**src/rtl/rename_unit_multi_pkg.sv**
```systemverilog
// Shared types for the rename stage.
//   arch_addr_t  : 5-bit architectural register address
//   phy_addr_t   : physical register address for the default 64-entry file
//   commit_rec_t : one ROB commit record {rd_arch, rd_phy, rd_origin}
//   PHY_ZERO     : the hardwired-zero physical register
package rename_unit_multi_pkg;

  localparam int ARCH_W       = 5;
  localparam int PKG_PHY_REGS = 64;
  localparam int PKG_PW       = $clog2(PKG_PHY_REGS);

  typedef logic [ARCH_W-1:0] arch_addr_t;
  typedef logic [PKG_PW-1:0] phy_addr_t;

  typedef struct packed {
    arch_addr_t rd_arch;
    phy_addr_t  rd_phy;
    phy_addr_t  rd_origin;
  } commit_rec_t;

  localparam phy_addr_t PHY_ZERO = '0;

endpackage

```
**src/rtl/rename_free_list.sv**
```systemverilog
// Circular free list of physical registers.
// Pops up to DECODE_WIDTH entries from the speculative head per cycle, pushes
// up to COMMIT_WIDTH recycled registers at the tail in commit order, and keeps
// a committed head that the speculative head reloads from on flush.
// Ports:
//   clk, rst            clock, asynchronous active-high reset
//   pop_cnt             entries consumed this cycle (0 when nothing fires)
//   push_valid/push_phy recycled registers, compacted at the tail in slot order
//   cm_adv              committed-head advance this cycle
//   flush               reload speculative head from the next committed head
//   alloc_phy           the DECODE_WIDTH entries starting at the head
//   free_count          tail - head
module rename_free_list
  import rename_unit_multi_pkg::*;
#(
  parameter int DECODE_WIDTH = 2,
  parameter int COMMIT_WIDTH = 2,
  parameter int PHY_REGS     = 64,
  parameter int PW           = $clog2(PHY_REGS)
) (
  input  logic                                 clk,
  input  logic                                 rst,
  input  logic [2:0]                           pop_cnt,
  input  logic [COMMIT_WIDTH-1:0]              push_valid,
  input  logic [COMMIT_WIDTH-1:0][PW-1:0]      push_phy,
  input  logic [2:0]                           cm_adv,
  input  logic                                 flush,
  output logic [DECODE_WIDTH-1:0][PW-1:0]      alloc_phy,
  output logic [PW:0]                          free_count
);

  logic [PW-1:0] mem [PHY_REGS];
  logic [PW:0]   head, tail, cm_head, cm_head_n;
  logic [COMMIT_WIDTH-1:0][PW-1:0] push_addr;
  logic [2:0]    push_cnt;

  // Pushes are packed back to back at the tail, skipping invalid slots.
  always_comb begin
    push_cnt = '0;
    for (int i = 0; i < COMMIT_WIDTH; i++) begin
      push_addr[i] = tail[PW-1:0] + PW'(push_cnt);
      if (push_valid[i]) push_cnt = push_cnt + 3'd1;
    end
  end

  always_comb begin
    for (int k = 0; k < DECODE_WIDTH; k++)
      alloc_phy[k] = mem[head[PW-1:0] + PW'(k)];
  end

  assign cm_head_n  = cm_head + (PW+1)'(cm_adv);
  assign free_count = tail - head;

  always_ff @(posedge clk or posedge rst) begin
    if (rst) begin
      for (int i = 0; i < PHY_REGS-1; i++) mem[i] <= PW'(i + 1);
      mem[PHY_REGS-1] <= PW'(PHY_ZERO);
      head    <= '0;
      cm_head <= '0;
      tail    <= (PW+1)'(PHY_REGS - 1);
    end else begin
      for (int i = 0; i < COMMIT_WIDTH; i++)
        if (push_valid[i]) mem[push_addr[i]] <= push_phy[i];
      tail    <= tail + (PW+1)'(push_cnt);
      cm_head <= cm_head_n;
      head    <= flush ? cm_head_n : head + (PW+1)'(pop_cnt);
    end
  end

endmodule

```
**src/rtl/rename_unit_multi.sv**
```systemverilog
// Superscalar register rename stage with speculative and committed RATs.
// Optional feature macro: RENAME_PERF_CNT_EN (adds perf_stall_cycles and
// perf_renamed 32-bit wrapping counters).
// Ports:
//   clk, rst                      clock, asynchronous active-high reset
//   dec_valid, dec_slot_valid     decode group valid / per-slot valid
//   dec_rd/rs1/rs2_en, *_arch     operand enables and arch addresses
//   rename_ready                  group can be accepted this cycle
//   ren_rd/rs1/rs2_phy, ren_rd_origin  combinational rename results
//   rt_wen, rt_addr               ready-table busy-set strobes
//   cm_valid, cm_rd_arch, cm_rd_phy, cm_rd_origin  ROB commits
//   flush                         restore speculative state from committed
module rename_unit_multi
  import rename_unit_multi_pkg::*;
#(
  parameter int DECODE_WIDTH = 2,
  parameter int COMMIT_WIDTH = 2,
  parameter int PHY_REGS     = 64,
  parameter int PW           = $clog2(PHY_REGS)
) (
  input  logic                              clk,
  input  logic                              rst,
  input  logic                              dec_valid,
  input  logic [DECODE_WIDTH-1:0]           dec_slot_valid,
  input  logic [DECODE_WIDTH-1:0]           dec_rd_en,
  input  logic [DECODE_WIDTH-1:0]           dec_rs1_en,
  input  logic [DECODE_WIDTH-1:0]           dec_rs2_en,
  input  arch_addr_t [DECODE_WIDTH-1:0]     dec_rd_arch,
  input  arch_addr_t [DECODE_WIDTH-1:0]     dec_rs1_arch,
  input  arch_addr_t [DECODE_WIDTH-1:0]     dec_rs2_arch,
  output logic                              rename_ready,
  output logic [DECODE_WIDTH-1:0][PW-1:0]   ren_rd_phy,
  output logic [DECODE_WIDTH-1:0][PW-1:0]   ren_rs1_phy,
  output logic [DECODE_WIDTH-1:0][PW-1:0]   ren_rs2_phy,
  output logic [DECODE_WIDTH-1:0][PW-1:0]   ren_rd_origin,
  output logic [DECODE_WIDTH-1:0]           rt_wen,
  output logic [DECODE_WIDTH-1:0][PW-1:0]   rt_addr,
  input  logic [COMMIT_WIDTH-1:0]           cm_valid,
  input  arch_addr_t [COMMIT_WIDTH-1:0]     cm_rd_arch,
  input  logic [COMMIT_WIDTH-1:0][PW-1:0]   cm_rd_phy,
  input  logic [COMMIT_WIDTH-1:0][PW-1:0]   cm_rd_origin,
  input  logic                              flush
`ifdef RENAME_PERF_CNT_EN
  ,
  output logic [31:0]                       perf_stall_cycles,
  output logic [31:0]                       perf_renamed
`endif
);

  logic [DECODE_WIDTH-1:0]          alloc;
  logic [DECODE_WIDTH-1:0][2:0]     alloc_idx;
  logic [2:0]                       need;
  logic [DECODE_WIDTH-1:0][PW-1:0]  alloc_phy, new_phy;
  logic [PW:0]                      free_count;
  logic                             fire;
  logic [COMMIT_WIDTH-1:0]          push_valid;
  logic [2:0]                       cm_adv;
  logic [PW-1:0] rat [32];
  logic [PW-1:0] rat_n [32];
  logic [PW-1:0] crat [32];
  logic [PW-1:0] crat_n [32];

  // Allocating slots take free-list entries in slot order; alloc_idx is the
  // number of allocating slots older than each slot.
  always_comb begin
    need = '0;
    for (int j = 0; j < DECODE_WIDTH; j++) begin
      alloc[j]     = dec_slot_valid[j] & dec_rd_en[j] & (dec_rd_arch[j] != '0);
      alloc_idx[j] = need;
      if (alloc[j]) need = need + 3'd1;
    end
  end

  always_comb begin
    for (int j = 0; j < DECODE_WIDTH; j++) begin
      new_phy[j] = PW'(PHY_ZERO);
      for (int k = 0; k < DECODE_WIDTH; k++)
        if (alloc[j] && alloc_idx[j] == 3'(k)) new_phy[j] = alloc_phy[k];
    end
  end

  assign rename_ready = (free_count >= (PW+1)'(need)) & ~flush;
  assign fire         = dec_valid & rename_ready;

  // Youngest older in-group writer of the same arch register overrides the RAT.
  function automatic logic [PW-1:0] src_lookup(input arch_addr_t a, input int j,
                                                input logic [PW-1:0] rat_val);
    logic [PW-1:0] r;
    r = rat_val;
    for (int k = 0; k < DECODE_WIDTH; k++)
      if (k < j && alloc[k] && dec_rd_arch[k] == a) r = new_phy[k];
    if (a == '0) r = PW'(PHY_ZERO);
    return r;
  endfunction

  always_comb begin
    for (int j = 0; j < DECODE_WIDTH; j++) begin
      ren_rd_phy[j]    = new_phy[j];
      ren_rs1_phy[j]   = dec_rs1_en[j] ? src_lookup(dec_rs1_arch[j], j, rat[dec_rs1_arch[j]])
                                       : PW'(PHY_ZERO);
      ren_rs2_phy[j]   = dec_rs2_en[j] ? src_lookup(dec_rs2_arch[j], j, rat[dec_rs2_arch[j]])
                                       : PW'(PHY_ZERO);
      ren_rd_origin[j] = alloc[j] ? src_lookup(dec_rd_arch[j], j, rat[dec_rd_arch[j]])
                                  : PW'(PHY_ZERO);
      rt_wen[j]        = fire & alloc[j];
      rt_addr[j]       = new_phy[j];
    end
  end

  always_comb begin
    cm_adv = '0;
    for (int i = 0; i < COMMIT_WIDTH; i++) begin
      push_valid[i] = cm_valid[i] & (cm_rd_origin[i] != PW'(PHY_ZERO));
      if (cm_valid[i] && cm_rd_phy[i] != PW'(PHY_ZERO)) cm_adv = cm_adv + 3'd1;
    end
  end

  // Arch 0 is never written so the zero mapping holds in both tables.
  always_comb begin
    crat_n = crat;
    for (int i = 0; i < COMMIT_WIDTH; i++)
      if (cm_valid[i] && cm_rd_arch[i] != '0) crat_n[cm_rd_arch[i]] = cm_rd_phy[i];
  end

  always_comb begin
    rat_n = rat;
    if (flush) begin
      rat_n = crat_n;
    end else if (fire) begin
      for (int j = 0; j < DECODE_WIDTH; j++)
        if (alloc[j]) rat_n[dec_rd_arch[j]] = new_phy[j];
    end
  end

  always_ff @(posedge clk or posedge rst) begin
    if (rst) begin
      for (int a = 0; a < 32; a++) begin
        rat[a]  <= '0;
        crat[a] <= '0;
      end
    end else begin
      rat  <= rat_n;
      crat <= crat_n;
    end
  end

  rename_free_list #(
    .DECODE_WIDTH(DECODE_WIDTH),
    .COMMIT_WIDTH(COMMIT_WIDTH),
    .PHY_REGS    (PHY_REGS),
    .PW          (PW)
  ) u_free_list (
    .clk       (clk),
    .rst       (rst),
    .pop_cnt   (fire ? need : 3'd0),
    .push_valid(push_valid),
    .push_phy  (cm_rd_origin),
    .cm_adv    (cm_adv),
    .flush     (flush),
    .alloc_phy (alloc_phy),
    .free_count(free_count)
  );

`ifdef RENAME_PERF_CNT_EN
  logic [31:0] slot_cnt;

  always_comb begin
    slot_cnt = '0;
    for (int j = 0; j < DECODE_WIDTH; j++)
      if (dec_slot_valid[j]) slot_cnt = slot_cnt + 32'd1;
  end

  always_ff @(posedge clk or posedge rst) begin
    if (rst) begin
      perf_stall_cycles <= '0;
      perf_renamed      <= '0;
    end else begin
      if (dec_valid && !rename_ready && !flush) perf_stall_cycles <= perf_stall_cycles + 32'd1;
      if (fire) perf_renamed <= perf_renamed + slot_cnt;
    end
  end
`endif

endmodule

```
**config.mk**
```make
export PLATFORM = sky130hd
export DESIGN_NAME = rename_unit_multi
export DESIGN_NICKNAME = d
export VERILOG_FILES = /design/src/rtl/rename_unit_multi_pkg.sv /design/src/rtl/rename_free_list.sv /design/src/rtl/rename_unit_multi.sv
export SDC_FILE = /design/constraint.sdc
export NUM_CORES = 2
export LEC_CHECK = 0
export CAP_MARGIN = 20
export CORE_UTILIZATION = 44
export DETAILED_ROUTE_END_ITERATION = 16
export SYNTH_ARGS = -nofsm -noshare
export SYNTH_HDL_FRONTEND = slang
export SYNTH_SLANG_ARGS = --single-unit
```
**constraint.sdc**
```tcl
create_clock -name clk -period 33.1 [get_ports clk]
set_clock_uncertainty 0.1 [all_clocks]
set_input_delay 3.31 -clock clk [delete_from_list [all_inputs] [get_ports clk]]
set_output_delay 3.31 -clock clk [all_outputs]
set_load 0.05 [all_outputs]
```
# Word level (Yosys, flattened, before mapping)
# Index checks and enable logic that the tools add are counted.
# op_classes
n_addsub	9
multipliers	0
div_mod_pow	0
magnitude_cmp	19
n_eq_ne	4
shifts	0
n_mux	78
bitwise	23
n_reduce_logical	31
# ops
operator	n
$mux 192	8
$bwmux 192	4
$bwmux 384	2
$mux 384	2
$mux 6	40
$bmux 6 s5	6
$demux 6 s5	4
$bmux 6 s6	2
$demux 6 s6	2
$ge 6x6->1 const B	8
$not 5->6	8
$logic_not 5->1	6
$ge 7x7->1 const B	4
$not 6->7	4
$lt 6x1->1 const B	4
$reduce_bool 6->1	4
$add 7x3->7	3
$reduce_bool 5->1	4
$eq 5x5->1	3
$logic_and 1x1->1	15
$lt 7x1->1 const B	2
$mux 3	4
$and 1x1->1	10
$ge 7x3->1	1
other kinds (11)	14
# word_totals
regBits	789
latch_bits	0
ramBits	0
romBits	0
input_bits	78
out_inout_bits	63
wordCells	295
mem_count	0

# Depth between registers and ports, before layout
# logic_depth
depth_word	14
mapped_depth	22
ltp_nobuf	17

# Modules after synthesis
# Synthesis repeated with hierarchy kept, for this count alone.
# hier_totals
hier_cells	5696
area_unflattened_um2	58212.1
# modules_own_cells
module	instances	cells_each	area_per_inst_um2	seq_area_each_um2
rename_unit_multi	1	3211	31850.5	9609.2
rename_free_list	1	2485	26361.5	10382.5

# Least setup slack after synthesis
# OpenSTA, ideal clock, no wires.
# synth_timing
kind	input -> output
start	in dec_rd_arch[3] (netlist name)
end	out rt_wen[0]
arrival_time_ns	7.168
required_ns	29.690
slack_ns	22.522
stages	16
n_path_buf	6
cell_sequence	clkbuf_1 nor3_1 a21o_1 clkbuf_1 clkbuf_1 ha_1 inv_1 ha_1 nand2b_1 a2111o_1 a211o_1 o311ai_1 buf_2 buf_2 buf_1 nor2_1
# synth_between
elab_chain_cells	9
# synth_rtl
item	line_no	text
from (decl)	rename_unit_multi.sv:28	input arch_addr_t [DECODE_WIDTH-1:0] dec_rd_arch,
$reduce_bool 5->1 (*)	rename_unit_multi.sv:68	alloc[j] = dec_slot_valid[j] & dec_rd_en[j] & (dec_rd_arch[j] != '0);
$and 1x1->1 (*)	rename_unit_multi.sv:68	
$mux 1	rename_unit_multi.sv:70	if (alloc[j]) need = need + 3'd1;
$add 3x1->3	rename_unit_multi.sv:70	
$mux 3	rename_unit_multi.sv:70	
$ge 7x3->1	rename_unit_multi.sv:82	assign rename_ready = (free_count >= (PW+1)'(need)) & ~flush;
$and 1x1->1	rename_unit_multi.sv:82	
$and 1x1->1	rename_unit_multi.sv:83	assign fire = dec_valid & rename_ready;
$and 1x1->1 (*)	rename_unit_multi.sv:105	rt_wen[j] = fire & alloc[j];
to (decl)	rename_unit_multi.sv:36	output logic [DECODE_WIDTH-1:0] rt_wen,
# Every way passes the cells marked *; elsewhere a longest branch is shown, timed or not.

# Worst setup path after layout
# layout_timing
start	in dec_rd_arch[6] (netlist name)
end	out rt_wen[0]
# layout_between
elab_chain_cells	7
# layout_rtl
item	line_no
$reduce_bool 5->1	rename_unit_multi.sv:68
$and 1x1->1	rename_unit_multi.sv:68
$mux 3	rename_unit_multi.sv:70
$ge 7x3->1	rename_unit_multi.sv:82
$and 1x1->1	rename_unit_multi.sv:82
$and 1x1->1	rename_unit_multi.sv:83
$and 1x1->1	rename_unit_multi.sv:105
# No other way between the ends.

==> metrics.csv <==
stage,metric,value,unit
run_status,status,"complete, no violations",
worst_setup_path,crit path DAT,9.56,ns
worst_setup_path,WP data required,29.69,ns
synth,Syn Nets,5622,
global_route,vias in the first global route,47400,
global_route,initial antenna violation count,12,
sta,RSZ-0062 raised after global routing,no,
sta,min Tclk post-route,12.97,ns
floorplanning,initial core utilization,0.444,
synth,Post-synth EDFFs,0,
sta,Fmax achieved,77.1,MHz
place,Setup Slack @ Placement,20.33,ns
sta,Worst-Margin Slew,1.20,ns
drt,via count,49600,
place,final RePlAce weighted congestion,1.02,
drt,vias per cell,7.01,
job,max_cap viols,0,
pwr,Power Density,91.6,nW/um2
worst_setup_path,Reg2Reg Depth,11,
global_route,global-route usage over all layers,0.362,
worst_setup_path,Worst R2R End,rat[56],
layout,Nets,5433,
floorplanning,die area,130000,um2
sta,Setup WS post-layout,20.13,ns
pwr,Peak VDD IR,0.0802,mV
layout,final core occ,0.488,
clock_network,Sink Count,789,
min_path,Hold Crit Endpoint,crat[191],
sta,Min Hold Slack,0.271,ns
worst_setup_path,top fanout value on the critical path,63,
place,I/O Buffers,140,
sta,Max Slew Vio Count,0,
clock_network,cts hold-fix bufs,0,
drt,drt wl/cell,33.7,um
layout,layout cells sized above 1,0.209,
synth,Mapped Area,56700,um2
sta,Final setup viols,0,
synth,post-synthesis cell type count,75,
drt,Final ANT Viol Nets,0,
worst_setup_path,CP Launch Type,input port,
clock_network,Bufs on Longest Clock Path,3,
sta,Final period util,0.392,
clock_network,post-CTS sizing,0,
floorplanning,Die X,361,um
worst_setup_path,Critical Path End Type,primary output,
drt,Pre-antenna DRT Iters,9,
drt,Total Wirelength,239,mm
floorplanning,Rows,131,
clock_network,root buf cell,clkbuf_16,
worst_setup_path,reg2reg start,u_free_list.head[0],
min_path,Hold Crit Depth,0,
drt,Iter 0 DRT Violations,7415,
pwr,overall power,5.71,mW
place,Final HPWL DP,159,mm
clock_network,clk slew on worst S/H paths,0.06,ns
layout,P&R area growth vs syn,9.91,%
synth,synthesized instance count,5520,
synth,asr flop ratio synth,1.00,
floorplanning,Ports,141,
clock_network,post-CTS setup buffers,0,
clock_network,clock buffer count from CTS,93,
sta,setup TNS,0,ns
clock_network,TritonCTS clock tree,done,
floorplanning,Die Y,361,um
min_path,hold path start,crat[191],
synth,post-synthesis area per instance,10.3,um2
synth,sequential area share after synthesis,0.352,
worst_setup_path,Critical path origin,dec_rd_arch[6],
sta,final hold vios,0,
floorplanning,core box area,128000,um2
sta,Rel. slew slack,0.199,
clock_network,clk_lat worst skew,0.75,ns
worst_setup_path,critical path class,in2out,
global_route,total gr overflow,0,
global_route,first-pass GRT wire length,346,mm
worst_setup_path,R2R Setup Slk,27.15,ns
synth,Yosys reg bits,789,
min_path,Hold Path Class,reg2reg,
synth,number of warning messages in the yosys log,0,
clock_network,htree depth,3,
synth,"Primary FF master, synth",dfrtp_1,
pwr,leak pwr,24.9,nW
drt,Post-route DRC,0,
global_route,largest net degree at the start of global routing,157,
-- state kept, by name, indices dropped and copies added (netlist names) --
signal,flops
crat,192
rat,192
u_free_list.cm_head,7
u_free_list.head,7
u_free_list.mem,384
u_free_list.tail,7
-- worst max path at each step --
stage                     end  slack (ns)  cells after the start
CTS                 rt_wen[0]       20.30                     16
detailed placement  rt_wen[0]       20.33                     16
global route        rt_wen[0]       19.98                     16
global placement    rt_wen[0]       20.47                     16
finish              rt_wen[0]       20.13                     16
floorplan             crat[0]        7.86                      1
-- power breakdown --
group / switching (mW) / internal (mW)
Sequential: 0.500 / 1.36
Clock: 0.462 / 0.685
Combinational: 1.61 / 1.09
-- area by class of cell --
type | instances | area [um2]
Antenna cell | 8 | 20.0
Clock buffer | 133 | 2760
Clock inverter | 40 | 651
Fill cell | 11800 | 65300
Inverter | 59 | 229
Multi-Input combinational cell | 4106 | 34300
Sequential cell | 789 | 20000
Tap cell | 1662 | 2080
Timing Repair Buffer | 282 | 2330
-- routing by layer --
layer | up-vias | GRT usage | wire length, um
li1 | 20400 | - | -
met2 | 3443 | 0.550 | 105000
met3 | 1021 | 0.0844 | 25100
met5 | - | 0 | 136
met4 | 20 | 0.256 | 21000
met1 | 24800 | 0.456 | 87600
-- critical path, stage by stage --
cell and delay, ns:
buf_2 0.10, buf_4 0.31, nor2_1 0.94, a21o_1 0.55, inv_1 0.19, ha_1 0.39, inv_1 0.06, ha_1 0.27
nand2b_1 0.14, a2111o_1 0.40, a211o_1 0.29, o311ai_4 0.27, buf_4 0.62, buf_4 0.73, nor2_1 0.08, clkdlybuf4s50_1 0.73
-- cell usage in the layout (no fill, tap or decap), types with 107 or more instances in the layout --
master             n
mux4_2           473
dfstp_2          198
clkdlybuf4s50_1  107
dfrtp_1          588
nand2_1          629
a21oi_1          298
o21ai_0          402
nor2_1           533
o221ai_1         112
buf_4            133
mux2i_1          752
-- logic make-up after synthesis --
| family | synth area share |
|---|---|
| adder cells (fa/ha/maj) | 0.00582 |
| AND/OR/NAND/NOR | 0.108 |
| XOR/XNOR | 0.00648 |
| multiplexers | 0.339 |
| AO/OA/AOI/OAI | 0.143 |
| flip-flops | 0.352 |
| buffers and inverters | 0.0460 |
-- Yosys cell counts (77+ instances only) --
library cell  count  share of area
dfrtp_1         591           0.26
clkbuf_1        388          0.026
nor2_1          533          0.035
o221ai_1        112          0.017
mux2_2           92          0.018
mux4_2          473           0.19
a22oi_1          81          0.011
a21oi_1         304          0.027
nand2_1         629          0.042
dfstp_2         198          0.092
o21ai_0         402          0.035
a211o_1          79          0.012
mux2i_1         752           0.13
nand3_1          77         0.0068
o211ai_1         94          0.012
-- per-stage QoR --
stage | instances | area [um2]
after CTS | 7059 | 62300
final | 7079 | 62400
after detailed placement | 6886 | 58900
after floorplan | 5520 | 56700
after global routing | 7071 | 62300
after global placement | 6884 | 58800
No activity file was read; power rests on OpenSTA's default activity.
